**src/rtl/li_expander_pkg.sv**
```systemverilog
// Shared constants and types for the load-immediate expander.
package li_expander_pkg;

  localparam logic [5:0] LuiOpDefault = 6'b001111;
  localparam logic [5:0] OriOpDefault = 6'b001101;

  localparam int unsigned OpcodeMsb = 31;
  localparam int unsigned OpcodeLsb = 26;
  localparam int unsigned RsMsb     = 25;
  localparam int unsigned RsLsb     = 21;
  localparam int unsigned RtMsb     = 20;
  localparam int unsigned RtLsb     = 16;
  localparam int unsigned ImmMsb    = 15;
  localparam int unsigned ImmLsb    = 0;

  typedef enum logic [1:0] {
    StIdle,
    StEmit1,
    StEmit2
  } state_e;

  function automatic logic [31:0] encode_itype(input logic [5:0]  op,
                                               input logic [4:0]  rs,
                                               input logic [4:0]  rt,
                                               input logic [15:0] imm);
    logic [31:0] word;
    word = '0;
    word[OpcodeMsb:OpcodeLsb] = op;
    word[RsMsb:RsLsb]         = rs;
    word[RtMsb:RtLsb]         = rt;
    word[ImmMsb:ImmLsb]       = imm;
    return word;
  endfunction

endpackage

```
**src/rtl/li_expander_word_gen.sv**
```systemverilog
// Combinational encoder: picks ori / lui / lui+ori for a constant and builds
// the word for the requested stage (0 = first word, 1 = trailing ori).
module li_word_gen
  import li_expander_pkg::*;
#(
  parameter logic [5:0] LuiOp = LuiOpDefault,
  parameter logic [5:0] OriOp = OriOpDefault
) (
  input  logic [31:0] value,
  input  logic [4:0]  rt,
  input  logic        stage,
  output logic [31:0] word,
  output logic        last,
  output logic        two_word
);

  logic [15:0] hi;
  logic [15:0] lo;

  assign hi       = value[31:16];
  assign lo       = value[15:0];
  assign two_word = (hi != 16'h0) && (lo != 16'h0);

  always_comb begin
    word = '0;
    last = 1'b1;
    if (stage) begin
      word = encode_itype(OriOp, rt, rt, lo);
      last = 1'b1;
    end else if (hi == 16'h0) begin
      word = encode_itype(OriOp, 5'd0, rt, lo);
      last = 1'b1;
    end else begin
      word = encode_itype(LuiOp, 5'd0, rt, hi);
      last = !two_word;
    end
  end

endmodule

```
**src/rtl/li_expander.sv**
```systemverilog
// Load-immediate expander: accepts a constant and rt, streams the one or two
// MIPS words that materialise it over a valid/ready output.
module li_expander
  import li_expander_pkg::*;
#(
  parameter logic [5:0] LUI_OP = LuiOpDefault,
  parameter logic [5:0] ORI_OP = OriOpDefault
) (
  input  logic        clk,
  input  logic        reset,
  input  logic        in_valid,
  output logic        in_ready,
  input  logic [31:0] in_value,
  input  logic [4:0]  in_rt,
  output logic        out_valid,
  input  logic        out_ready,
  output logic [31:0] out_instr,
  output logic        out_last
);

  state_e      state_q, state_d;
  logic [31:0] value_q, value_d;
  logic [4:0]  rt_q, rt_d;
  logic        out_valid_q, out_valid_d;
  logic [31:0] out_instr_q, out_instr_d;
  logic        out_last_q, out_last_d;

  logic [31:0] gen_value;
  logic [4:0]  gen_rt;
  logic        gen_stage;
  logic [31:0] gen_word;
  logic        gen_last;
  logic        gen_two_word;

  // In IDLE the encoder looks at the live request so the first word can be
  // registered on the accepting edge; afterwards it works from the latch.
  assign gen_value = (state_q == StIdle) ? in_value : value_q;
  assign gen_rt    = (state_q == StIdle) ? in_rt    : rt_q;
  assign gen_stage = (state_q != StIdle);

  li_word_gen #(
    .LuiOp (LUI_OP),
    .OriOp (ORI_OP)
  ) u_word_gen (
    .value    (gen_value),
    .rt       (gen_rt),
    .stage    (gen_stage),
    .word     (gen_word),
    .last     (gen_last),
    .two_word (gen_two_word)
  );

  always_comb begin
    state_d     = state_q;
    value_d     = value_q;
    rt_d        = rt_q;
    out_valid_d = out_valid_q;
    out_instr_d = out_instr_q;
    out_last_d  = out_last_q;
    unique case (state_q)
      StIdle: begin
        if (in_valid) begin
          value_d     = in_value;
          rt_d        = in_rt;
          out_valid_d = 1'b1;
          out_instr_d = gen_word;
          out_last_d  = gen_last;
          state_d     = StEmit1;
        end
      end
      StEmit1: begin
        if (out_ready) begin
          if (gen_two_word) begin
            out_instr_d = gen_word;
            out_last_d  = gen_last;
            state_d     = StEmit2;
          end else begin
            out_valid_d = 1'b0;
            state_d     = StIdle;
          end
        end
      end
      StEmit2: begin
        if (out_ready) begin
          out_valid_d = 1'b0;
          state_d     = StIdle;
        end
      end
      default: begin
        out_valid_d = 1'b0;
        state_d     = StIdle;
      end
    endcase
  end

  always_ff @(posedge clk or posedge reset) begin
    if (reset) begin
      state_q     <= StIdle;
      value_q     <= '0;
      rt_q        <= '0;
      out_valid_q <= 1'b0;
      out_instr_q <= '0;
      out_last_q  <= 1'b0;
    end else begin
      state_q     <= state_d;
      value_q     <= value_d;
      rt_q        <= rt_d;
      out_valid_q <= out_valid_d;
      out_instr_q <= out_instr_d;
      out_last_q  <= out_last_d;
    end
  end

  assign in_ready  = (state_q == StIdle);
  assign out_valid = out_valid_q;
  assign out_instr = out_instr_q;
  assign out_last  = out_last_q;

endmodule

```
**config.mk**
```make
export PLATFORM = sky130hd
export DESIGN_NAME = li_expander
export DESIGN_NICKNAME = d
export VERILOG_FILES = /design/src/rtl/li_expander_pkg.sv /design/src/rtl/li_expander_word_gen.sv /design/src/rtl/li_expander.sv
export SDC_FILE = /design/constraint.sdc
export NUM_CORES = 1
export LEC_CHECK = 0
export ABC_AREA = 1
export CORE_AREA = 4 4 92 85
export CTS_BUF_LIST = sky130_fd_sc_hd__clkbuf_8
export DETAILED_ROUTE_END_ITERATION = 8
export DIE_AREA = 0 0 96 89
export PLACE_DENSITY = 0.83
export SETUP_SLACK_MARGIN = 0.3
export SKIP_LAST_GASP = 1
export SYNTH_ARGS = -nofsm -noshare
export SYNTH_HDL_FRONTEND = slang
export SYNTH_SLANG_ARGS = --single-unit
```
**constraint.sdc**
```tcl
create_clock -name clk -period 3.25 [get_ports clk]
set_input_delay 0.4875 -clock clk [delete_from_list [all_inputs] [get_ports clk]]
set_output_delay 0.4875 -clock clk [all_outputs]
set_load 0.02 [all_outputs]
```
==> flow_summary.yaml <==
global_routing:
  gr_usage_total_pct: 23.7
  globalRoute.totalOverflow: 0
  grt_pass1_wl_mm: 15.4
  grt_start_max_net_pins: 42
  grt_antenna_before_repair: 0
  first_global_vias: 3262
timing:
  timing.clock.skew_ps: 13.6
  rsz0062_at_grt: "false"
  post-route-min-period_ps: 2540
  pins_over_their_slew_limit: 0
  sum_neg_setup_slack_ps: 0
  max_freq_ghz: 0.393
  finalSetupViolCount: 0
  worst_slew_slack_as_a_fraction_of_its_limit_pct: 53.5
  worst-slew-pin-transition_ps: 697
  finalHoldViolations: 0
  timing.final.crit_share_pct: 78.3
logic_synthesis:
  number_of_warnings_issued_by_yosys: 0
  postSynthCellCount: 545
  yosysUniqueCellTypes: 23
  synth.top_cell.area_share_pct: 46.8
  synth-edff-count: 0
  synthArstFlopShare_pct: 100
  yosys-top-cells-area: "sky130_fd_sc_hd__dfrtp_1 (47%), sky130_fd_sc_hd__nand2_1 (31%), sky130_fd_sc_hd__inv_1 (4.4%)"
  synth_ff_type: "sky130_fd_sc_hd__dfrtp_1"
  seq_area_frac_synth_pct: 46.8
  syn_area_um2: 3690
  post-synth-top-area-cell: "sky130_fd_sc_hd__dfrtp_1"
  synthesized_area_divided_by_synthesized_cell_count_um2: 6.77
  synth-seq-cells: 69
floorplan:
  die_width_um: 96
  rows: 29
  core_region_area_um2: 6930
  floorplan.die.height_um: 89
  die_area_um2: 8540
  pin_count: 76
  start_util_pct: 53.2
routing:
  dr_total_vias: 3560
  detailedRoute.firstIterationViolations: 213
  wire_per_inst_um: 13.2
  detail_route.first_pass.iterations: 5
  route.final.wire_length_mm: 9.43
  vias_per_cell: 4.98
  drc_errors: 0
  drtAntennaViolNets: 0
worst_setup_path:
  timing.critical_path.max_delay_family: "simple AND/OR/NAND/NOR gates"
  worstPathBufferInverterCount: 3
  r2r_cells: 15
  rr_startpoint: "state_q[1]$_DFFE_PP0P_"
  critical_path.slowest_cell: "sky130_fd_sc_hd__dfrtp_1"
  worst_path_most_repeated_cell: "sky130_fd_sc_hd__nand2_1"
  critical_path.max_stage_delay_ps: 450
  largest_fanout_on_the_critical_path: 41
  arrival_ps: 2830
  crit_required_ps: 3530
  end_kind: "flop"
  reg2reg_to: "out_instr[21]$_DFFE_PP0P_"
  critPathKind: "flop to flop"
  setup.worst_path.start_class: "flop"
  worstPathCellList: "inv_1 -> nand2_1 -> buf_12 -> nand2_1 -> nand2_1 -> nor2_1 -> nand2_1 -> nor2_4 -> nand2_4 -> nand2_1 -> nand2_1 -> nand2_2 -> buf_6 -> nand2_1 -> o21ai_1"
  rrSetupSlack_ps: 710
clock_tree:
  clock_tree.htree_level_count: 3
  cts_hold_buffers: 0
  clockRootBuffer: "sky130_fd_sc_hd__clkbuf_8"
  cts_tree: "yes"
  insertion_delay_ps: 360
  cts_made_buffers: 9
  clk_path_buf_depth: 2
  cts.reportedPaths.clkPinSlew_ps: 80
  cts_num_sinks: 69
pwr:
  power_frac_comb_pct: 55.0
  clock_power_share_pct: 14.6
  seq_power_share_pct: 30.4
  switching_share_pct: 46.6
  cellPowerDensity_nw_per_um2: 1030
  static-leakage-power_nw: 2.56
  irDropWorstVdd_mv: 0.532
  power.switching_mw: 2.26
  power_report.internal_total_mw: 2.59
  total_power_after_layout_mw: 4.85
placement:
  place.detailed.hpwl_mm: 6.87
  place.gp.congestion: 0.852
  dpl.cell_count: 693
  portBuffers: 73
layout:
  mostFrequentLayoutCells: "sky130_fd_sc_hd__nand2_1 (300), sky130_fd_sc_hd__clkdlybuf4s50_1 (73), sky130_fd_sc_hd__dfrtp_1 (69)"
  areaGrowthSynthToFinish_pct: 28.2
  finish.net_count: 658
  layout.cells.most_common: "sky130_fd_sc_hd__nand2_1"
  multi_input_combinational_cell_area_um2: 1640
  final_layout_size_suffix_gt1_share_pct: 6.43
  filler_cell_count: 603
  antenna_cells_inserted: 0
  sequential_cell_area_um2: 1730
  final_cell_count_no_fill: 715
worst_hold_path:
  min-delay-start: "value_q[19]$_DFFE_PP0P_"
  hold_path_class: "flop to flop"
  holdPathStages: 2
  timing.hold.worst_endpoint: "value_q[19]$_DFFE_PP0P_"
run:
  drv_cap: 0
status:
  status: "finished, final reports clean"
per-layer routing:
layer  routed length, um  part of all wire (%)  up-vias  global-route usage, %
met1                4110                    44     1643                   30.2
met5                   0                     0        -                      0
met2                4630                    49      114                   40.4
li1                    -                     -     1784                      -
met3                 508                   5.4       19                   3.96
met4                 186                   2.0        0                   9.17
worst max path at each step:
| stage | depth (start not counted) | startpoint | to |
|---|---|---|---|
| final | 15 | state_q[1]$_DFFE_PP0P_ | out_instr[21]$_DFFE_PP0P_ |
| after CTS | 15 | state_q[1]$_DFFE_PP0P_ | out_instr[21]$_DFFE_PP0P_ |
| after floorplan | 1 | reset | out_instr[0]$_DFFE_PP0P_ |
| after global placement | 14 | state_q[1]$_DFFE_PP0P_ | rt_q[4]$_DFFE_PP0P_ |
| after global routing | 15 | state_q[1]$_DFFE_PP0P_ | out_instr[0]$_DFFE_PP0P_ |
| after detailed placement | 15 | state_q[0]$_DFFE_PP0P_ | out_instr[12]$_DFFE_PP0P_ |
worst reg2reg max path, stage by stage, from the launching register on:
cell and delay, ps:
sky130_fd_sc_hd__dfrtp_1 450, sky130_fd_sc_hd__inv_1 110, sky130_fd_sc_hd__nand2_1 220, sky130_fd_sc_hd__buf_12 250, sky130_fd_sc_hd__nand2_1 80, sky130_fd_sc_hd__nand2_1 60, sky130_fd_sc_hd__nor2_1 100, sky130_fd_sc_hd__nand2_1 90
sky130_fd_sc_hd__nor2_4 200, sky130_fd_sc_hd__nand2_4 160, sky130_fd_sc_hd__nand2_1 150, sky130_fd_sc_hd__nand2_1 70, sky130_fd_sc_hd__nand2_2 70, sky130_fd_sc_hd__buf_6 260, sky130_fd_sc_hd__nand2_1 110, sky130_fd_sc_hd__o21ai_1 90
power by group through the flow:
stage	clock (mW)	sequential, mW	combinational, mW
after detailed placement	0	1.48	2.63
final	0.711	1.47	2.67
after global placement	0	1.47	2.56
after CTS	0.715	1.47	2.65
after floorplan	0	1.62	1.62
after global routing	0.767	1.52	3.01
cell type report:
cell class | count | share of cell area, %
inverters | 45 | 3.57
clock inverters | 7 | 1.56
clock buffers | 9 | 2.62
well taps | 93 | 2.46
multi-input cells | 403 | 34.7
flip-flops and latches | 69 | 36.5
repair buffers | 89 | 18.6
flip-flops by register name, indices dropped and copies added, names as in the netlist:
signal and cells:
out_valid 1, value_q 32, out_instr 28, out_last 1, rt_q 5, state_q 2
through the flow:
stage / cell area [um2] / util (%) / setup slack [ps] / hold slack [ps]
5_1_grt: 4730 / 68.3 / 480 / 496
2_1_floorplan: 3690 / - / 1020 / 436
3_3_place_gp: 4490 / 64.7 / 579 / 454
3_5_place_dp: 4490 / 64.7 / 453 / 458
6_report: 4730 / 68.3 / 706 / 477
4_1_cts: 4680 / 67.6 / 426 / 478
cells by family (layout without fill, tap and decap cells):
family | count (synthesis) | in the layout | synth area share [%]
flops | 69 | 69 | 46.8
compound gates | 36 | 36 | 5.09
simple gates | 365 | 365 | 39.1
other cells | 1 | 2 | 0.102
buf+inv | 74 | 150 | 8.92
cell usage after synthesis (2+ instances only):
library cell and number:
sky130_fd_sc_hd__buf_4 10, sky130_fd_sc_hd__nor2_2 2, sky130_fd_sc_hd__dfrtp_1 69, sky130_fd_sc_hd__o21ai_1 14
sky130_fd_sc_hd__nor2_1 26, sky130_fd_sc_hd__o21a_1 2, sky130_fd_sc_hd__nand3_1 31, sky130_fd_sc_hd__nand2_1 300
sky130_fd_sc_hd__o21ai_0 16, sky130_fd_sc_hd__inv_1 43, sky130_fd_sc_hd__clkbuf_1 7, sky130_fd_sc_hd__a21oi_1 3
sky130_fd_sc_hd__nor2_4 2, sky130_fd_sc_hd__buf_2 11
repair_timing:
item                                    in CTS  in global routing
gates resized for setup                      0                  1
endpoints found under the setup margin       0                 34
endpoints found under the hold margin        0                  0
buffers inserted                             0                  6
No activity file was read; power rests on OpenSTA's default activity.
